**src/rtl/sdc_regs_pkg.sv**
```systemverilog
// Register map, event/response encodings and sequencer state type shared by
// the SD command sequencer and its Wishbone access engine.
package sdc_regs_pkg;

  localparam logic [7:0] ADDR_ARGUMENT         = 8'h00;
  localparam logic [7:0] ADDR_COMMAND          = 8'h04;
  localparam logic [7:0] ADDR_RESPONSE_0       = 8'h08;
  localparam logic [7:0] ADDR_RESPONSE_1       = 8'h0C;
  localparam logic [7:0] ADDR_RESPONSE_2       = 8'h10;
  localparam logic [7:0] ADDR_RESPONSE_3       = 8'h14;
  localparam logic [7:0] ADDR_CMD_EVENT_STATUS = 8'h34;

  localparam int unsigned EV_COMPLETE = 0;
  localparam int unsigned EV_ERROR    = 1;
  localparam int unsigned EV_TIMEOUT  = 2;
  localparam int unsigned EV_CRC      = 3;
  localparam int unsigned EV_INDEX    = 4;

  localparam int unsigned RSP_PRESENT = 0;
  localparam int unsigned RSP_LONG    = 1;
  localparam int unsigned RSP_CRC     = 2;
  localparam int unsigned RSP_BUSY    = 3;

  typedef enum logic [1:0] {
    XFER_NONE  = 2'b00,
    XFER_READ  = 2'b01,
    XFER_WRITE = 2'b10
  } xfer_t;

  typedef enum logic [2:0] {
    ST_IDLE,
    ST_WR_ARG,
    ST_WR_CMD,
    ST_POLL,
    ST_GAP,
    ST_RSP,
    ST_CLR,
    ST_DONE
  } seq_state_t;

  function automatic logic [31:0] cmd_word(input logic [5:0] opcode,
                                           input logic [1:0] xfer,
                                           input logic [3:0] rsp_type);
    return {19'b0, opcode, 1'b0, xfer, rsp_type};
  endfunction

endpackage

```
**src/rtl/sdc_wb_access.sv**
```systemverilog
// Single-access Wishbone master: latches one request on start, holds the bus
// until ack, then pulses done; cyc is always low for a cycle after each ack.
module sdc_wb_access (
  input  logic        clk,
  input  logic        reset_n,
  input  logic        start,
  input  logic        we,
  input  logic [7:0]  adr,
  input  logic [31:0] dat,
  output logic        done,
  output logic [31:0] rdata,
  output logic [7:0]  wb_adr_o,
  output logic [31:0] wb_dat_o,
  input  logic [31:0] wb_dat_i,
  output logic        wb_we_o,
  output logic        wb_cyc_o,
  output logic        wb_stb_o,
  input  logic        wb_ack_i
);

  always_ff @(posedge clk) begin
    if (!reset_n) begin
      wb_cyc_o <= 1'b0;
      wb_stb_o <= 1'b0;
      wb_we_o  <= 1'b0;
      wb_adr_o <= '0;
      wb_dat_o <= '0;
      done     <= 1'b0;
      rdata    <= '0;
    end else begin
      done <= 1'b0;
      if (wb_cyc_o) begin
        if (wb_ack_i) begin
          wb_cyc_o <= 1'b0;
          wb_stb_o <= 1'b0;
          done     <= 1'b1;
          if (!wb_we_o) rdata <= wb_dat_i;
        end
      end else if (start) begin
        wb_cyc_o <= 1'b1;
        wb_stb_o <= 1'b1;
        wb_we_o  <= we;
        wb_adr_o <= adr;
        wb_dat_o <= dat;
      end
    end
  end

endmodule

```
**src/rtl/sd_cmd_sequencer.sv**
```systemverilog
// Issues one SD command through the sdc_controller register port:
// argument, command, status poll, response readout, status clear.
module sd_cmd_sequencer
  import sdc_regs_pkg::*;
#(
  parameter int unsigned POLL_LIMIT = 1024,
  parameter int unsigned POLL_GAP   = 16
) (
  input  logic         clk,
  input  logic         reset_n,
  input  logic         req_valid,
  output logic         req_ready,
  input  logic [5:0]   req_opcode,
  input  logic [31:0]  req_arg,
  input  logic [3:0]   req_rsp_type,
  input  logic [1:0]   req_xfer,
  output logic         done_valid,
  input  logic         done_ready,
  output logic         done_ok,
  output logic         done_timeout,
  output logic [4:0]   done_event,
  output logic [127:0] done_rsp,
  output logic         busy,
  output logic [7:0]   wb_adr_o,
  output logic [31:0]  wb_dat_o,
  input  logic [31:0]  wb_dat_i,
  output logic [3:0]   wb_sel_o,
  output logic         wb_we_o,
  output logic         wb_cyc_o,
  output logic         wb_stb_o,
  input  logic         wb_ack_i
);

  localparam int unsigned PW = $clog2(POLL_LIMIT + 1);
  localparam int unsigned GW = (POLL_GAP > 0) ? $clog2(POLL_GAP + 1) : 1;

  seq_state_t     state;
  logic [5:0]     op_q;
  logic [31:0]    arg_q;
  logic [3:0]     rsp_q;
  logic [1:0]     xfer_q;
  logic [PW-1:0]  poll_cnt;
  logic [GW-1:0]  gap_cnt;
  logic [1:0]     rsp_idx;

  logic           acc_start;
  logic           acc_pend;
  logic           acc_done;
  logic [31:0]    acc_rdata;
  logic           acc_state;
  logic           acc_we;
  logic [7:0]     acc_adr;
  logic [31:0]    acc_dat;
  logic           ev_none;
  logic           ev_ok;

  assign req_ready  = (state == ST_IDLE);
  assign busy       = (state != ST_IDLE);
  assign done_valid = (state == ST_DONE);
  assign wb_sel_o   = 4'hF;

  assign ev_none = (acc_rdata[EV_INDEX:EV_COMPLETE] == '0);
  assign ev_ok   = acc_rdata[EV_COMPLETE] && (acc_rdata[EV_INDEX:EV_ERROR] == '0);

  // Each bus-owning state decodes its own access; the engine latches it on start.
  always_comb begin
    acc_state = 1'b0;
    acc_we    = 1'b0;
    acc_adr   = '0;
    acc_dat   = '0;
    unique case (state)
      ST_WR_ARG: begin acc_state = 1'b1; acc_we = 1'b1; acc_adr = ADDR_ARGUMENT; acc_dat = arg_q; end
      ST_WR_CMD: begin
        acc_state = 1'b1;
        acc_we    = 1'b1;
        acc_adr   = ADDR_COMMAND;
        acc_dat   = cmd_word(op_q, xfer_q, rsp_q);
      end
      ST_POLL:   begin acc_state = 1'b1; acc_adr = ADDR_CMD_EVENT_STATUS; end
      ST_RSP:    begin acc_state = 1'b1; acc_adr = ADDR_RESPONSE_0 + {4'b0, rsp_idx, 2'b00}; end
      ST_CLR:    begin acc_state = 1'b1; acc_we = 1'b1; acc_adr = ADDR_CMD_EVENT_STATUS; end
      default:   ;
    endcase
  end

  always_ff @(posedge clk) begin
    if (!reset_n) begin
      state        <= ST_IDLE;
      op_q         <= '0;
      arg_q        <= '0;
      rsp_q        <= '0;
      xfer_q       <= '0;
      poll_cnt     <= '0;
      gap_cnt      <= '0;
      rsp_idx      <= '0;
      acc_start    <= 1'b0;
      acc_pend     <= 1'b0;
      done_ok      <= 1'b0;
      done_timeout <= 1'b0;
      done_event   <= '0;
      done_rsp     <= '0;
    end else begin
      acc_start <= 1'b0;
      if (acc_state && !acc_pend) begin
        acc_start <= 1'b1;
        acc_pend  <= 1'b1;
      end
      if (acc_done) acc_pend <= 1'b0;

      case (state)
        ST_IDLE: if (req_valid) begin
          op_q         <= req_opcode;
          arg_q        <= req_arg;
          rsp_q        <= req_rsp_type;
          xfer_q       <= req_xfer;
          poll_cnt     <= '0;
          done_ok      <= 1'b0;
          done_timeout <= 1'b0;
          done_event   <= '0;
          done_rsp     <= '0;
          state        <= ST_WR_ARG;
        end
        ST_WR_ARG: if (acc_done) state <= ST_WR_CMD;
        ST_WR_CMD: if (acc_done) state <= ST_POLL;
        ST_POLL: if (acc_done) begin
          poll_cnt <= poll_cnt + 1'b1;
          if (ev_none) begin
            if (poll_cnt == PW'(POLL_LIMIT - 1)) begin
              done_timeout <= 1'b1;
              state        <= ST_CLR;
            end else begin
              gap_cnt <= GW'(POLL_GAP);
              state   <= ST_GAP;
            end
          end else begin
            done_event <= acc_rdata[EV_INDEX:EV_COMPLETE];
            done_ok    <= ev_ok;
            if (ev_ok && rsp_q[RSP_PRESENT]) begin
              rsp_idx <= '0;
              state   <= ST_RSP;
            end else begin
              state <= ST_CLR;
            end
          end
        end
        ST_GAP: begin
          if (gap_cnt == '0) state <= ST_POLL;
          else               gap_cnt <= gap_cnt - 1'b1;
        end
        ST_RSP: if (acc_done) begin
          done_rsp[{rsp_idx, 5'd0} +: 32] <= acc_rdata;
          if (!rsp_q[RSP_LONG] || rsp_idx == 2'd3) state <= ST_CLR;
          else                                     rsp_idx <= rsp_idx + 1'b1;
        end
        ST_CLR:  if (acc_done) state <= ST_DONE;
        ST_DONE: if (done_ready) state <= ST_IDLE;
        default: state <= ST_IDLE;
      endcase
    end
  end

  sdc_wb_access u_access (
    .clk      (clk),
    .reset_n  (reset_n),
    .start    (acc_start),
    .we       (acc_we),
    .adr      (acc_adr),
    .dat      (acc_dat),
    .done     (acc_done),
    .rdata    (acc_rdata),
    .wb_adr_o (wb_adr_o),
    .wb_dat_o (wb_dat_o),
    .wb_dat_i (wb_dat_i),
    .wb_we_o  (wb_we_o),
    .wb_cyc_o (wb_cyc_o),
    .wb_stb_o (wb_stb_o),
    .wb_ack_i (wb_ack_i)
  );

endmodule
```
**config.mk**
```make
export PLATFORM = sky130hd
export DESIGN_NAME = sd_cmd_sequencer
export DESIGN_NICKNAME = d
export VERILOG_FILES = /design/src/rtl/sdc_regs_pkg.sv /design/src/rtl/sdc_wb_access.sv /design/src/rtl/sd_cmd_sequencer.sv
export SDC_FILE = /design/constraint.sdc
export NUM_CORES = 1
export LEC_CHECK = 0
export CAP_MARGIN = 20
export CELL_PAD_IN_SITES_DETAIL_PLACEMENT = 2
export CELL_PAD_IN_SITES_GLOBAL_PLACEMENT = 2
export CORE_MARGIN = 2
export CORE_UTILIZATION = 28
export DETAILED_ROUTE_END_ITERATION = 12
export PLACE_DENSITY = 0.82
export SETUP_SLACK_MARGIN = 0.05
export SKIP_LAST_GASP = 1
export SLEW_MARGIN = 30
export SYNTH_ARGS = -nofsm -noshare
export SYNTH_HDL_FRONTEND = slang
export SYNTH_SLANG_ARGS = --single-unit
```
**constraint.sdc**
```tcl
create_clock -name clk -period 2.72 [get_ports clk]
set_clock_uncertainty 0.2 [all_clocks]
set_input_delay 0.544 -clock clk [delete_from_list [all_inputs] [get_ports clk]]
set_output_delay 0.544 -clock clk [all_outputs]
set_load 0.1 [all_outputs]
```
==> results.rst, run 1 <==
.. list-table::
   :header-rows: 1

   * - Metric
     - Value
   * - Status
     - complete, no violations
   * - Post-DP Area
     - 12790 um2
   * - Crit path kind
     - reg -> out
   * - Initial antenna violation count
     - 0
   * - Leading register cell type out of synthesis
     - sky130_fd_sc_hd__dfxtp_1
   * - Count of mapped cells out of synthesis
     - 1132
   * - Finished layout cell area
     - 13880 um2
   * - Root buffer selected by CTS
     - sky130_fd_sc_hd__clkbuf_16
   * - Syn Area/Cell
     - between 8 and 9 um2
   * - Setup slack after layout
     - 118.1 ps
   * - Number of flops mapped to enable cells by yosys
     - 0
   * - Peak supply drop
     - about 480 uV
   * - Fraction of met2 tracks used by global routing
     - 0.3511
   * - Cell-by-cell listing of the critical path
     - buf_4 > and3_1 > buf_12
   * - Initial DRC Count
     - about 370
   * - Routability-driven placement congestion ratio
     - ~0.76
   * - Cell type with the largest total area after synthesis
     - sky130_fd_sc_hd__dfxtp_1
   * - Critical path's largest stage delay
     - 500 ps
   * - TritonCTS clock tree
     - done
   * - Final core area utilization
     - 0.3922
   * - Initial standard-cell utilization of the core
     - 0.2830
   * - Most numerous cell types in the synthesized netlist
     - 274 x sky130_fd_sc_hd__dfxtp_1, 235 x sky130_fd_sc_hd__nand2_1, 159 x sky130_fd_sc_hd__a21oi_1
   * - Sum of negative setup slack
     - 0 ps
   * - Routed wire length
     - 38800 um
   * - Total design power
     - 11070 uW
   * - Kind of path behind the tightest hold check
     - reg -> reg
   * - Global-route wire length before repair
     - 58700 um
   * - Max Clk Rate
     - 384.3 MHz
   * - Met1 layer usage reported by global route
     - 0.2401
   * - Count of final max-slew check failures
     - 0
   * - Worst Path Arrival
     - 1860 ps
   * - DR vias
     - 9357
   * - Met3 track demand over resource in global routing
     - 0.05032
   * - Pin slew with the least headroom to its limit
     - 930.4 ps
   * - Layout cells sized above 1
     - 0.2073
   * - Type of element launching the critical path
     - flop
   * - Via-to-Cell Ratio
     - between 5 and 6
   * - Die area
     - 37300 um2
   * - Remaining global-route overflow
     - 0
   * - DP HPWL
     - 26130 um
   * - Clock buffer count from CTS
     - 31
   * - Power density over the cells
     - 797.5 nW/um2
   * - Busiest metal layer after global routing
     - met2
   * - I/O Buffers
     - 257
   * - Diode insertion count for antenna repair
     - 0
   * - Final critical-path share of the clock period
     - 0.9566
   * - Die Y
     - 193.1 um
   * - Number of standard-cell rows in the floorplan
     - a little under 70
   * - Max FO, Critical Path
     - 14
   * - DRC violations left
     - 0
   * - Unrepaired setup endpoints after global routing
     - no
   * - Remaining number of nets flagged by the antenna check after routing
     - 0
   * - Flip-flop and latch count after synthesis
     - between 200 and 300
   * - Leakage Power
     - 0.005379 uW
   * - Final period demand of the worst path
     - between 2000 and 3000 ps
   * - Post-synth top area share
     - 0.5477
   * - Post-CTS Hold Fix Bufs
     - 0
   * - Most common cell in the netlist
     - sky130_fd_sc_hd__dfxtp_1
   * - # H-tree levels
     - 1
   * - Crit path buffers/inverters
     - 2
   * - Number of max-capacitance violations reported
     - 0
   * - Pin count of the biggest net entering global routing
     - 105
   * - Proportion of synthesized chip area in sequential cells
     - 0.5477
   * - Clock Path Buffers
     - 3
   * - Clock-pin slew reported for the worst setup and hold paths after clock tree synthesis
     - roughly 60 ps
   * - Post-DR wirelength/cell
     - 20.91 um
   * - CP max-delay cell
     - sky130_fd_sc_hd__dfxtp_2
   * - Yosys warning count
     - 0
   * - Worst setup slack before clock tree synthesis
     - -60.59 ps
   * - Overall track demand over capacity in global routing
     - 0.2007
   * - Worst-skew pair later-pin latency
     - between 500 and 600 ps
   * - Area growth from synthesis to final layout
     - 38.61%
   * - Number of primary I/O pins
     - 266
   * - Number of detailed-route iterations in the first pass
     - 4
   * - Placeable core region
     - between 30000 and 40000 um2
   * - Final net count
     - ~1500
   * - Final Hold Viols
     - 0
   * - Category of cells accounting for the largest share of critical-path delay
     - flip-flops
   * - Sinks on Clock Net
     - between 200 and 300
   * - Required time of the worst setup path
     - 1980 ps
   * - CP Capture Type
     - output pin
   * - Worst slew slack as a fraction of its limit
     - 0.3774
   * - Synth cell types
     - 53
   * - Number of global-route vias before repair
     - 10050
   * - Fraction of registers with async set or reset after synthesis
     - 0
   * - Cell types with the largest area share after synthesis
     - sky130_fd_sc_hd__dfxtp_1 55%, sky130_fd_sc_hd__nand2_1 8.8%, sky130_fd_sc_hd__a21oi_1 7.9%
   * - Total of endpoints with negative setup slack in the final report
     - 0
   * - Die Wd
     - 193.1 um
   * - Post-synthesis instance area
     - around 10000 um2
==> area by class of cell <==
type | count | area (um2)
Sequential cell | 274 | 5488
Timing Repair Buffer | 298 | 2618
Multi-Input combinational cell | 756 | 4153
Clock inverter | 12 | 121.4
Fill cell | 3874 | 21510
Tap cell | 461 | 576.8
Inverter | 9 | 38.79
Clock buffer | 45 | 888.4
==> through the flow <==
stage | hold WS, ps | cells
after floorplan | 201.5 | 1138
after global placement | 239.6 | 1791
after detailed placement | 248.3 | 1793
after CTS | 261.5 | 1850
after global routing | 273.3 | 1855
final | 256.9 | 1855
==> repair_timing <==
| item | in CTS | in global routing |
|---|---|---|
| setup buffers | 0 | 3 |
| pin swaps | 0 | 1 |
| resized for setup | 1 | 1 |
| endpoints found under the setup margin | 1 | 39 |
==> layout by cell type, fill, tap and decap left out, types with 5 or more instances in the layout <==
cell                              instances
sky130_fd_sc_hd__dfxtp_1                272
sky130_fd_sc_hd__nand2_1                235
sky130_fd_sc_hd__buf_4                  204
sky130_fd_sc_hd__a21oi_1                155
sky130_fd_sc_hd__clkdlybuf4s50_1         80
sky130_fd_sc_hd__a22o_1                  76
sky130_fd_sc_hd__nand3_1                 73
sky130_fd_sc_hd__nor2_1                  72
sky130_fd_sc_hd__a22oi_1                 37
sky130_fd_sc_hd__clkbuf_16               31
sky130_fd_sc_hd__buf_12                  10
sky130_fd_sc_hd__inv_1                    8
sky130_fd_sc_hd__nor3_1                   8
sky130_fd_sc_hd__xnor2_1                  8
sky130_fd_sc_hd__conb_1                   8
sky130_fd_sc_hd__clkbuf_1                 8
sky130_fd_sc_hd__ha_1                     7
sky130_fd_sc_hd__clkinv_2                 7
sky130_fd_sc_hd__nor4_1                   6
sky130_fd_sc_hd__clkbuf_8                 6
sky130_fd_sc_hd__mux2i_1                  5
==> where the power goes <==
part / leakage [uW] / internal (uW) / switching (uW) / total [uW]
logic: 0.00266 / 737 / 1730 / 2470
registers: 0.00222 / 4230 / 223 / 4450
clock network: 0.000503 / 2450 / 1710 / 4160
==> final timing paths <==
| path | from | end | slack (ps) | cells past startpoint |
|---|---|---|---|---|
| setup / recovery | state[1] | done_valid | 120 | 3 |
| hold / removal | done_rsp[118] | done_rsp[118] | 260 | 2 |
| setup reg to reg | state[0] | done_rsp[124] | 160 | 7 |
| hold reg to reg | done_rsp[118] | done_rsp[118] | 260 | 2 |
==> flip-flops by register name, summed over array words and instances (netlist names) <==
signal / flops
done_rsp: 128
arg_q: 32
u_access.rdata: 32
u_access.wb_dat_o: 32
poll_cnt: 11
op_q: 6
done_event: 5
gap_cnt: 5
rsp_q: 4
u_access.wb_adr_o: 4
state: 3
rsp_idx: 2
xfer_q: 2
acc_pend: 1
acc_start: 1
done_ok: 1
done_timeout: 1
u_access.done: 1
u_access.wb_cyc_o: 1
u_access.wb_stb_o: 1
u_access.wb_we_o: 1
==> kinds of logic after synthesis <==
family | share of synthesized area
AND/OR/NAND/NOR | 0.1876
AO/OA/AOI/OAI | 0.1914
flip-flops | 0.5477
buffers and inverters | 0.04834
XOR/XNOR | 0.01049
adder cells (fa/ha/maj) | 0.008744
multiplexers | 0.004997
other | 0.0007498
==> tightest hold or removal path, cell delays in order (launching register included) <==
cell and delay, ps:
sky130_fd_sc_hd__dfxtp_1 310, sky130_fd_sc_hd__nand2_1 50, sky130_fd_sc_hd__a21oi_1 50
==> layer usage <==
| metal | wire, um | part of all wire |
|---|---|---|
| met5 | 0 | 0 |
| met1 | 15860 | 0.41 |
| met3 | 2704 | 0.070 |
| met4 | 1306 | 0.034 |
| met2 | 18920 | 0.49 |
(Power assumes the default switching activity.)
==> run 2: changes to the inputs <==
CORE_ASPECT_RATIO = 0.8   (was not set)
==> run 2 against run 1 <==
Count of clock-buffer cells in the layout rose by 1. First-iteration DRC count rose by 13%. Wire length rose by 0.23%. Power fell by 0.70%. Combinational power rose by 2%. Utilization rose by 0.51 points. Critical endpoint unchanged. Largest cell class unchanged.
==> results.rst, run 2 (same netlist as run 1, synthesis figures left out) <==
.. list-table::
   :header-rows: 1

   * - Metric
     - Value
   * - Initial standard-cell utilization of the core
     - 0.2859
   * - # H-tree levels
     - 1
   * - Count of final max-slew check failures
     - 0
   * - Total of fill cells in the finished design
     - 3813
   * - Routed wire length
     - 38880 um
   * - Initial DRC Count
     - 420
   * - Root buffer selected by CTS
     - sky130_fd_sc_hd__clkbuf_16
   * - Crit path buffers/inverters
     - 2
   * - Final period demand of the worst path
     - 2505 ps
   * - Kind of path behind the tightest hold check
     - reg -> reg
   * - DR vias
     - 9292
   * - Setup Buffers After CTS
     - 0
   * - Peak supply drop
     - 427.5 uV
   * - DRC violations left
     - 0
   * - Pin count of the biggest net entering global routing
     - 90
   * - Pin slew with the least headroom to its limit
     - 910.9 ps
   * - Final hold slack
     - roughly 250 ps
   * - Total of endpoints with negative setup slack in the final report
     - 0
   * - Number of primary I/O pins
     - about 270
   * - Final critical-path share of the clock period
     - 0.9209
   * - Final core area utilization
     - 0.3974
   * - Sinks on Clock Net
     - 274
   * - Number of max-capacitance violations reported
     - 0
   * - Clock Path Buffers
     - 3
   * - CP max-delay cell
     - sky130_fd_sc_hd__dfxtp_2
   * - Max Clk Rate
     - 399.2 MHz
   * - Routability-driven placement congestion ratio
     - 0.7650
   * - Placeable core region
     - around 35000 um2
   * - DP HPWL
     - 26970 um
   * - Final net count
     - 1460
   * - Number of detailed-route iterations in the first pass
     - 4
   * - Storage cell area
     - 5489 um2
   * - Status
     - complete, no violations
   * - Leading cell type in the layout, fill and taps excluded
     - sky130_fd_sc_hd__dfxtp_1
   * - Crit path kind
     - reg -> out
   * - I/O Buffers
     - 257
   * - Worst-skew pair later-pin latency
     - 570 ps
   * - Post-DR wirelength/cell
     - 20.86 um
   * - Area growth from synthesis to final layout
     - 38.99%
   * - Layout cells sized above 1
     - 0.2076
   * - TritonCTS clock tree
     - done
   * - Post-CTS Hold Fix Bufs
     - 0
   * - Post-DP Area
     - 12960 um2
   * - Final Hold Viols
     - 0
   * - Max FFs per register
     - 128
   * - Initial antenna violation count
     - 0
   * - Die area
     - 37310 um2
   * - Clock buffer count from CTS
     - 31
   * - Required time of the worst setup path
     - approximately 2000 ps
   * - Global-route wire length before repair
     - between 60000 and 70000 um
   * - Die Wd
     - between 200 and 250 um
   * - Top library cells by usage in the layout, fill and taps aside
     - 271 x sky130_fd_sc_hd__dfxtp_1, 235 x sky130_fd_sc_hd__nand2_1, 203 x sky130_fd_sc_hd__buf_4, 155 x sky130_fd_sc_hd__a21oi_1, 80 x sky130_fd_sc_hd__clkdlybuf4s50_1
   * - Worst Path Arrival
     - 1760 ps
   * - Max FO, Critical Path
     - 12
   * - Diode insertion count for antenna repair
     - 0
   * - Leakage Power
     - 0.005376 uW
   * - Remaining number of nets flagged by the antenna check after routing
     - 0
   * - Worst slew slack as a fraction of its limit
     - 0.3905
   * - Unrepaired setup endpoints after global routing
     - no
   * - Category of cells accounting for the largest share of critical-path delay
     - flip-flops
   * - Type of element launching the critical path
     - flop
   * - Remaining global-route overflow
     - 0
   * - Cell-by-cell listing of the critical path
     - buf_4 > and3_1 > buf_12
   * - Finished layout cell area
     - around 14000 um2
   * - Critical path's largest stage delay
     - 530 ps
   * - Number of standard-cell rows in the floorplan
     - 61
   * - Via-to-Cell Ratio
     - 4.985
   * - Clock-pin slew reported for the worst setup and hold paths after clock tree synthesis
     - ~60 ps
   * - Die Y
     - 173.2 um
   * - Overall track demand over capacity in global routing
     - 0.2056
   * - CP Capture Type
     - output pin
   * - Multi-input logic area
     - 4163 um2
   * - Number of global-route vias before repair
     - around 10000
   * - Power density over the cells
     - a little under 800 nW/um2
   * - Largest register by flop count
     - done_rsp
[run 2: worst min-delay path, stage by stage (launching register included)]
cell and delay [ps]:
sky130_fd_sc_hd__dfxtp_1 310, sky130_fd_sc_hd__nand2_1 50, sky130_fd_sc_hd__a21oi_1 50
[run 2: timing repair]
item | in CTS | in global routing
pin swaps | 0 | 0
setup endpoints to repair | 2 | 19
gates resized for setup | 2 | 1
[run 2: layer usage]
layer	track usage	routed length, um
met3	0.04099	2027
met1	0.2715	17350
met5	0	0
met4	0.06609	1282
met2	0.3370	18220
[run 2: metrics by stage]
step	power (uW)	std cells	worst slack [ps]	setup TNS, ps
4_1_cts	11140	1864	98.18	0
2_1_floorplan	5952	1138	-256.1	-256.1
3_3_place_gp	6960	1809	15.09	0
6_report	10990	1864	215.1	0
3_5_place_dp	7092	1811	31.13	0
5_1_grt	11520	1864	110.3	0
[run 2: final cells by class]
cell class / count / area share
clock buffer: 46 / 0.06552
sequential: 274 / 0.3943
multi-input combinational: 756 / 0.2990
timing repair buffer: 300 / 0.1925
inverter: 9 / 0.002786
clock inverter: 7 / 0.003415
tap: 472 / 0.04242
[run 2: power by group]
| part | leakage, uW | switching [uW] | internal [uW] |
|---|---|---|---|
| clock network | 0.000474 | 1700 | 2300 |
| registers | 0.00222 | 235 | 4230 |
| logic | 0.00269 | 1740 | 787 |
| total | 0.00538 | 3680 | 7310 |
[run 2: worst paths after layout]
path / end / from / slack, ps / depth (start not counted)
worst min-delay path: done_rsp[100] / done_rsp[100] / 250 / 2
worst max register to register: done_rsp[77] / rsp_idx[1] / 280 / 7
worst max-delay path: done_valid / state[2] / 220 / 3
worst min register to register: done_rsp[100] / done_rsp[100] / 250 / 2
